$ cat src/rtl/sram_access_ctrl.sv
// Purpose: single-port SRAM front end; valid/ready requests in, registered read responses out,
//          with an optional post-reset clear pass (enabled by macro SRAM_ACCESS_CTRL_CLEAR_EN).
// Latency: SRAM access in the accept cycle; read data is presented one cycle after acceptance.
// Backpressure: a stalled response (valid && !rsp_ready) blocks new requests; no bubble on
//               back-to-back reads. Requests are refused during reset and during the clear pass.
module sram_access_ctrl #(
    parameter int                    DATA_WIDTH    = 32,
    parameter int                    SRAM_DEPTH    = 128,
    parameter int                    ADDR_WIDTH    = $clog2(SRAM_DEPTH),
    parameter logic [DATA_WIDTH-1:0] INITIAL_VALUE = '0
) (
    input  logic                  clk,
    input  logic                  rst,
    // request channel
    input  logic                  i_req_valid,
    output logic                  o_req_ready,
    input  logic                  i_req_wren,
    input  logic [ADDR_WIDTH-1:0] i_req_addr,
    input  logic [DATA_WIDTH-1:0] i_req_wdata,
    // read response channel
    output logic                  o_rsp_valid,
    input  logic                  i_rsp_ready,
    output logic [DATA_WIDTH-1:0] o_rsp_rdata,
    // status
    output logic                  o_init_busy,
    // SRAM port (read data is asynchronous)
    output logic                  o_sram_cs,
    output logic                  o_sram_wren,
    output logic [ADDR_WIDTH-1:0] o_sram_addr,
    output logic [DATA_WIDTH-1:0] o_sram_din,
    input  logic [DATA_WIDTH-1:0] i_sram_dout
);

    // High when the block serves requests (always true without the clear pass).
    logic                  in_run;
    logic                  req_ready;
    logic                  req_accept;

    logic                  rsp_valid_q;
    logic                  rsp_valid_d;
    logic [DATA_WIDTH-1:0] rsp_rdata_q;
    logic [DATA_WIDTH-1:0] rsp_rdata_d;

`ifdef SRAM_ACCESS_CTRL_CLEAR_EN
    typedef enum logic {
        ST_CLEAR = 1'b0,
        ST_RUN   = 1'b1
    } state_e;

    localparam logic [ADDR_WIDTH-1:0] LAST_ADDR = ADDR_WIDTH'(SRAM_DEPTH - 1);

    state_e                state_q;
    state_e                state_d;
    logic [ADDR_WIDTH-1:0] clr_cnt_q;
    logic [ADDR_WIDTH-1:0] clr_cnt_d;

    assign in_run      = (state_q == ST_RUN);
    assign o_init_busy = (state_q == ST_CLEAR);

    // Clear sequencer: one word per cycle, leave for RUN after the last address, never wrap.
    always_comb begin
        state_d   = state_q;
        clr_cnt_d = clr_cnt_q;
        if (state_q == ST_CLEAR) begin
            if (clr_cnt_q == LAST_ADDR) begin
                state_d   = ST_RUN;
                clr_cnt_d = '0;
            end else begin
                clr_cnt_d = clr_cnt_q + 1'b1;
            end
        end else begin
            clr_cnt_d = '0;
        end
    end

    // FSM and clear counter registers; every reset restarts the clear pass from address 0.
    always_ff @(posedge clk) begin
        if (rst) begin
            state_q   <= ST_CLEAR;
            clr_cnt_q <= '0;
        end else begin
            state_q   <= state_d;
            clr_cnt_q <= clr_cnt_d;
        end
    end
`else
    assign in_run      = 1'b1;
    assign o_init_busy = 1'b0;
`endif

    // Request handshake: a pending response that is not being drained blocks new requests.
    always_comb begin
        req_ready  = !rst && in_run && (!rsp_valid_q || i_rsp_ready);
        req_accept = i_req_valid && req_ready;
    end

    // SRAM port: accepted request drives the array in the same cycle; clear pass otherwise.
    // The data bus parks at INITIAL_VALUE when idle so it only toggles on real writes.
    always_comb begin
        o_sram_cs   = 1'b0;
        o_sram_wren = 1'b0;
        o_sram_addr = '0;
        o_sram_din  = INITIAL_VALUE;
        if (req_accept) begin
            o_sram_cs   = 1'b1;
            o_sram_wren = i_req_wren;
            o_sram_addr = i_req_addr;
            o_sram_din  = i_req_wdata;
        end
`ifdef SRAM_ACCESS_CTRL_CLEAR_EN
        else if (!rst && (state_q == ST_CLEAR)) begin
            o_sram_cs   = 1'b1;
            o_sram_wren = 1'b1;
            o_sram_addr = clr_cnt_q;
            o_sram_din  = INITIAL_VALUE;
        end
`endif
    end

    // Response slot: load on an accepted read, drop on drain, otherwise hold.
    // A read accepted in the drain cycle reloads the slot so valid stays high.
    always_comb begin
        rsp_valid_d = rsp_valid_q;
        rsp_rdata_d = rsp_rdata_q;
        if (req_accept && !i_req_wren) begin
            rsp_valid_d = 1'b1;
            rsp_rdata_d = i_sram_dout;
        end else if (rsp_valid_q && i_rsp_ready) begin
            rsp_valid_d = 1'b0;
        end
    end

    // Response registers; reset discards any pending response.
    always_ff @(posedge clk) begin
        if (rst) begin
            rsp_valid_q <= 1'b0;
            rsp_rdata_q <= '0;
        end else begin
            rsp_valid_q <= rsp_valid_d;
            rsp_rdata_q <= rsp_rdata_d;
        end
    end

    assign o_req_ready = req_ready;
    assign o_rsp_valid = rsp_valid_q;
    assign o_rsp_rdata = rsp_rdata_q;

    // The SRAM must never be selected while reset is applied.
    a_no_cs_in_reset: assert property (@(posedge clk) rst |-> !o_sram_cs);

    // A stalled response keeps both valid and data.
    a_rsp_hold: assert property (@(posedge clk) disable iff (rst)
        (o_rsp_valid && !i_rsp_ready) |=> (o_rsp_valid && $stable(o_rsp_rdata)));

    // Requests are refused while the clear pass owns the SRAM.
    a_no_ready_when_busy: assert property (@(posedge clk) o_init_busy |-> !o_req_ready);

endmodule

$ cat config.mk
export PLATFORM = sky130hd
export DESIGN_NAME = sram_access_ctrl
export DESIGN_NICKNAME = d
export VERILOG_FILES = /design/src/rtl/sram_access_ctrl.sv
export SDC_FILE = /design/constraint.sdc
export NUM_CORES = 1
export LEC_CHECK = 0
export CELL_PAD_IN_SITES_DETAIL_PLACEMENT = 0
export CELL_PAD_IN_SITES_GLOBAL_PLACEMENT = 1
export CORE_UTILIZATION = 21
export CTS_CLUSTER_SIZE = 8
export DETAILED_ROUTE_END_ITERATION = 7
export GPL_TIMING_DRIVEN = 0
export PLACE_DENSITY = 0.85
export SLEW_MARGIN = 20
export SYNTH_ARGS = -nofsm -noshare
export SYNTH_HDL_FRONTEND = slang
export SYNTH_SLANG_ARGS = --single-unit
export TNS_END_PERCENT = 100
$ cat constraint.sdc
create_clock -name clk -period 1.2 [get_ports clk]
set_input_delay 0.24 -clock clk [delete_from_list [all_inputs] [get_ports clk]]
set_output_delay 0.24 -clock clk [all_outputs]
set_load 0.03 [all_outputs]
==> metrics.cfg, run 1 <==
[outcome]
outcome = complete, but fails checks
violated_checks = negative setup slack

[setup_path]
critPathCaptureType = output pin
worstPathBufferInverterCount = 2
critical_path_cell_by_cell = nand2b_4 -> clkbuf_8 -> and3_4 -> buf_6
startpoint_type = flip-flop
critical-path-top-delay-family = flip-flops
timing.critical_path.fanout_max = 5
delay_contributed_by_the_slowest_stage_of_the_critical_path_ns = 0.37
cp.arrival_ns = 1.23
worst_ep_required_time_ns = 0.96
critical_path.slowest_cell = dfxtp_4
timing.setup.critical_path_class = reg2out

[sta]
maxClockFrequency_mhz = 681.4
min_period_ns = 1.468
fin_worst_skew_ns = 0.005863
slew-limit-headroom_pct = 66.49
final-max-slew-violation-count = 0
hold_viol_final = 0
setup-violations-final = 77
transition_time_at_the_pin_with_the_least_slew_margin_ns = 0.5026
timing.final.crit_share_pct = 122.3
final_critical_path_setup_slack_ns = -0.2676
grt_setup_unrepaired = true

[logic_synthesis]
dominant_cell_by_count_in_the_synthesized_netlist = and3_1
synth-async-reset-ratio_pct = 0
synth_xor_area_share_pct = 0
mean_instance_size_in_the_synthesized_netlist_um2 = 8.469
compound_gate_portion_of_the_synthesized_area_pct = 26.78
top_cell_type_by_total_area_after_synthesis = dfxtp_1
synth_top_area_share_pct = 38.43
synth.ff_latch_count = 33
synth_edf_count = 0
synth-simple-area-share_pct = 18.12
synth_cells = 203
synth.cell_area_mm2 = 0.001719
synth-seq-area-share_pct = 38.43
synth-warning-count = 0
syn-num-nets = 279
synthAdderAreaFrac_pct = 0
multiplexer_share_of_the_synthesized_area_pct = 0
synth_cell_types = 22
synth_area_leaders = dfxtp_1, and3_1, o311ai_1
netlist_top_cells_count = and3_1, dfxtp_1, inv_1
ys.flop_type = dfxtp_1
largest_family_of_logic_cells_by_synthesized_area = compound AO/OA/AOI/OAI gates

[clock_network]
worstSkewPairLatency_ns = 0.28
cts_root_buffer = clkbuf_8
h_tree_levels = 2
tritoncts.num_buffers = 5
clkSinkCount = 33
clkTransAtPathRegs_ns = 0.07
cts.path.max_buffers = 2
cts_tree = built

[global_routing]
grt_remaining_overflow = 0
groute.usage.overall_pct = 17.38
grt.met3_usage_pct = 4.351
grt_pass1_vias = 2288
grt_busiest_layer = met2
met1_usage_pct = 20.56
grt_pass1_wl_um = 11920
grt_max_degree = 11
groute.layer.met2.usage_pct = 31.60
antenna_violations_before_repair = 0

[placed_design]
routabilityCongestion = 0.6945
io_buffer_count = 150
place_area_mm2 = 0.003512
place_hpwl_um = 5134

[routing]
drt_wl_total_um = 7847
drt_first_iter_violations = 64
drt_pass1_iterations = 6
vias_per_cell = 4.681
routedWlPerCell_um = 16.15
ant_nets = 0
num_vias = 2275
drc = 0

[floorplanning]
core_region_area_mm2 = 0.007807
initial_core_util_pct = 22.02
chipWidth_um = 92.48
fp-row-count = 32
die_h_um = 92.48
io_pins = 152
die-area_mm2 = 0.008553

[power_and_ir_drop]
ir_drop_v = 0.0004800
power.density_mw_per_mm2 = 722.1
pwr_total_w = 0.003233
p_leak_nw = 1.826

[final_layout]
fillerInstances = 714
multi_input_comb_area_mm2 = 0.001473
drive_gt1_share_pct = 54.43
post-route-cell-area_mm2 = 0.004477
num_antenna_cells = 0
design.final.nets = 459
areaGrowthSynthToFinish_pct = 160.4
seqCellArea_um2 = 664.4

[run]
maxCapViolations = 0

[hold_path]
timing.hold.worst.class = in2reg

==> placed cells by master, fill, tap and decap left out, drive strengths merged <==
cell type	netlist	layout
nor2	1	1
a21oi	1	1
nand3b	1	1
inv	34	34
clkbuf	10	23
o21ai	32	32
nor2b	1	1
o311ai	32	32
clkdlybuf4s50	0	71
clkdlybuf4s15	0	6
nor3	1	1
and3	40	40
nand2b	1	2
and2b	1	1
conb	1	1
dlygate4sd2	0	2
clkdlybuf4s18	0	1
buf	14	101
dfxtp	33	33
==> kinds of logic after synthesis <==
family,after synthesis
other,1
AO/OA/AOI/OAI,65
AND/OR/NAND/NOR,46
buffers and inverters,58
flip-flops,33
==> worst paths after layout <==
kind | cells after the start | slack [ns] | end | start
hold / removal | 2 | 0.15 | o_rsp_valid | rst
setup / recovery | 4 | -0.27 | o_sram_addr[4] | o_rsp_valid
setup reg to reg | 6 | -0.18 | o_rsp_rdata[26] | o_rsp_valid
hold reg to reg | 2 | 0.48 | o_rsp_rdata[19] | o_rsp_rdata[19]
==> worst reg2reg max path, stage by stage (launching register included) <==
cell,delay [ns]
dfxtp_4,0.37
and2b_4,0.18
buf_6,0.11
buf_8,0.13
buf_12,0.16
o311ai_2,0.22
o21ai_1,0.10
==> through the flow <==
stage | std cells | util [%] | TNS [ns] | worst slack [ns] | hold slack [ns]
6_report | 486 | 57.34 | -14.64 | -0.2676 | 0.1506
5_1_grt | 486 | 57.34 | -18.05 | -0.3074 | 0.1429
4_1_cts | 481 | 54.25 | -13.12 | -0.2732 | 0.1542
3_5_place_dp | 455 | 44.98 | -69.43 | -1.302 | 0.4632
3_3_place_gp | 455 | 44.98 | -68.39 | -1.291 | 0.4559
2_1_floorplan | 203 | - | -0.1113 | -0.01018 | 0.2994
==> where the power goes <==
part	total [W]	switching [W]	internal, W
clock network	0.000819	0.000406	0.000413
logic	0.00122	0.000597	0.000619
registers	0.00120	0.0000498	0.00115
total	0.00323	0.00105	0.00218
==> per-layer routing <==
layer,part of all wire (%),wire (µm)
met1,41,3246
met2,50,3962
met3,7.3,575
met4,0.79,62
met5,0,0
==> state kept, by name, indices dropped and copies added, names as in the netlist <==
register and flops:
o_rsp_valid 1, o_rsp_rdata 32
==> area by class of cell <==
cell class / count / share of cell area [%]
tap: 102 / 2.851
buffer: 24 / 6.121
timing repair buffer: 172 / 38.65
inverter: 34 / 2.851
clock buffer: 8 / 1.789
sequential: 33 / 14.84
multi-input combinational: 113 / 32.90
==> timing repair <==
action,CTS,global route
pin swaps,37,0
endpoints found under the setup margin,108,96
gates cloned,10,2
setup buffers,8,3
gates resized for setup,487,97
hold buffers,0,0
(Power assumes the default switching activity.)
==> inputs of run 2 (changes only) <==
--- a/config.mk
+++ b/config.mk
@@ -7,13 +7,12 @@
 export LEC_CHECK = 0
 export CELL_PAD_IN_SITES_DETAIL_PLACEMENT = 0
 export CELL_PAD_IN_SITES_GLOBAL_PLACEMENT = 1
-export CORE_UTILIZATION = 21
+export CORE_UTILIZATION = 22
 export CTS_CLUSTER_SIZE = 8
 export DETAILED_ROUTE_END_ITERATION = 7
 export GPL_TIMING_DRIVEN = 0
-export PLACE_DENSITY = 0.85
+export PLACE_DENSITY = 0.88
 export SLEW_MARGIN = 20
 export SYNTH_ARGS = -nofsm -noshare
 export SYNTH_HDL_FRONTEND = slang
 export SYNTH_SLANG_ARGS = --single-unit
-export TNS_END_PERCENT = 100
==> constraint.sdc (replaced) <==
create_clock -name clk -period 1.7 [get_ports clk]
set_input_delay 0.34 -clock clk [delete_from_list [all_inputs] [get_ports clk]]
set_output_delay 0.34 -clock clk [all_outputs]
set_load 0.03 [all_outputs]
==> run 2 against run 1 <==
The flow now finishes without violations. Critical path depth up 2. Via count down 5.0%. First-iteration DRC count down 53%. Register-to-register slack better by 0.60 ns. Setup slack improved by 0.32 ns. Die area decreased by 4.4%. Clock power is 6.8% lower. Highest routed layer unchanged. Count of clock-buffer cells in the layout down 1. Global-route usage down 0.71 points. Combinational power is 36% lower. Sequential power down 31%.
==> metrics.cfg, run 2 (synthesis results as in run 1) <==
[setup_path]
timing.critical_path.fanout_max = 5  ; unchanged
critical_path_cell_by_cell = buf_2 -> nor2b_4 -> bufbuf_16 -> clkbuf_8 -> and3_4 -> buf_6
delay_contributed_by_the_slowest_stage_of_the_critical_path_ns = 0.26  ; -0.11 ns
reg2reg_depth = 5  ; -1
r2r_end = o_rsp_rdata[29]
cp.arrival_ns = 1.31  ; +0.08 ns
critPathCaptureType = output pin
startpoint_type = input port
worst_ep_required_time_ns = 1.36  ; +0.40 ns
r2r-start = o_rsp_valid
timing.critical_path.from = rst
worst-r2r-setup-slack_ns = 0.42  ; +0.60 ns
critical_path.slowest_cell = bufbuf_16
timing.setup.critical_path_class = in2out

[hold_path]
timing.hold.worst.class = in2reg
end_point_of_the_most_critical_hold_path = o_rsp_valid
start_point_of_the_worst_min_delay_path = rst
worst_hold_path_stage_count = 2  ; unchanged

[routing]
ant_nets = 0  ; unchanged
drt_wl_total_um = 6784  ; -14%
drc = 0  ; unchanged
drt_first_iter_violations = 30  ; -53%
num_vias = 2162  ; -5.0%
vias_per_cell = 4.590  ; -1.9%
drt_pass1_iterations = 4  ; -2
routedWlPerCell_um = 14.40  ; -11%

[floorplanning]
chipWidth_um = 90.40  ; -2.2%
fp-row-count = 31  ; -3.1%
core_region_area_mm2 = 0.007408  ; -5.1%
initial_core_util_pct = 23.21  ; +1.2 points
io_pins = 152  ; unchanged
die-area_mm2 = 0.008172  ; -4.4%
die_h_um = 90.40  ; -2.2%

[placed_design]
place_hpwl_um = 4856  ; -5.4%
io_buffer_count = 150  ; unchanged
routabilityCongestion = 0.7492  ; +7.9%

[sta]
fin_worst_skew_ns = 0.002329  ; -0.003534 ns
maxClockFrequency_mhz = 606.6
worst_hold_slack_across_all_endpoints_ns = 0.3204  ; +0.1698 ns
min_period_ns = 1.649
final-max-slew-violation-count = 0  ; unchanged
setup-violations-final = 0  ; -100%
grt_setup_unrepaired = false
timing.final.crit_share_pct = 96.98
hold_viol_final = 0  ; unchanged

[final_layout]
largest_register_ffs = 32  ; unchanged
fin_util_pct = 53.13  ; -4.2 points
drive_gt1_share_pct = 36.02  ; -18 points
design.final.nets = 447  ; -2.6%
areaGrowthSynthToFinish_pct = 129.0
layout.cells.most_common = clkdlybuf4s50_1
mostFrequentLayoutCells = clkdlybuf4s50_1, buf_6, and3_4, inv_1, dfxtp_1
num_antenna_cells = 0  ; unchanged

[clock_network]
cts.path.max_buffers = 2  ; unchanged
clkSinkCount = 33  ; unchanged
worstSkewPairLatency_ns = 0.27  ; about the same
tritoncts.num_buffers = 5  ; unchanged
cts_root_buffer = clkbuf_8
h_tree_levels = 2  ; unchanged
cts_tree = built
clkTransAtPathRegs_ns = 0.07  ; about the same

[global_routing]
grt_pass1_wl_um = 11120  ; -6.7%
grt_max_degree = 11  ; unchanged
grt_remaining_overflow = 0  ; unchanged
groute.usage.overall_pct = 16.67  ; -0.71 points
antenna_violations_before_repair = 0  ; unchanged
grt_pass1_vias = 2401  ; +4.9%

[power_and_ir_drop]
power.density_mw_per_mm2 = 602.8  ; -17%
ir_drop_v = 0.0002422  ; -50%
pwr_total_w = 0.002373  ; -27%
p_leak_nw = 1.690  ; -7.5%

[outcome]
outcome = finished clean

[run]
maxCapViolations = 0  ; unchanged

## run 2: stage by stage
step | setup slack (ns) | cells | cell area [µm²] | TNS [ns]
2_1_floorplan | 0.1779 | 203 | 1724 | 0
3_3_place_gp | -0.9791 | 452 | 3349 | -37.95
3_5_place_dp | -0.9435 | 452 | 3349 | -38.30
4_1_cts | 0.02201 | 471 | 3935 | 0
5_1_grt | 0.003413 | 471 | 3936 | 0
6_report | 0.05136 | 471 | 3936 | 0
## run 2: what timing repair did
action,in CTS,in global routing
cloned,6,0
buffers inserted,5,0
endpoints found under the setup margin,42,1
hold buffers,0,0
resized for setup,374,1
## run 2: area by class of cell
class	count	area, µm²
clock inverters	1	30.03
repair buffers	161	1683
fillers	684	3472
inverters	34	127.6
well taps	99	123.9
flip-flops and latches	33	660.6
plain buffers	24	239.0
clock buffers	7	86.33
multi-input cells	112	985.9
## run 2: power by group
part	switching [W]	internal (W)
sequential	0.0000204	0.000812
clock	0.000285	0.000478
combinational	0.000353	0.000424
total	0.000659	0.00171
## run 2: critical path: cells and delay by family
kind / cells / cell delay [ns]
AND/OR/NAND/NOR: 2 / 0.30
buffers and inverters: 4 / 0.66
## run 2: worst max path at each step
stage / to / slack, ns / cells past startpoint
final: o_sram_din[27] / 0.05 / 6
after global routing: o_rsp_rdata[24] / 0.003 / 1
after CTS: o_sram_wren / 0.02 / 4
after detailed placement: o_sram_wren / -0.94 / 4
after global placement: o_sram_wren / -0.98 / 4
after floorplan: o_req_ready / 0.18 / 3
## run 2: per-layer routing
layer	up-vias	GRT usage, %	share of wire (%)
met4	0	5.242	1.5
met5	-	0	0
met3	6	4.209	6.3
li1	1063	-	-
met2	92	31.81	54
met1	1001	17.76	38
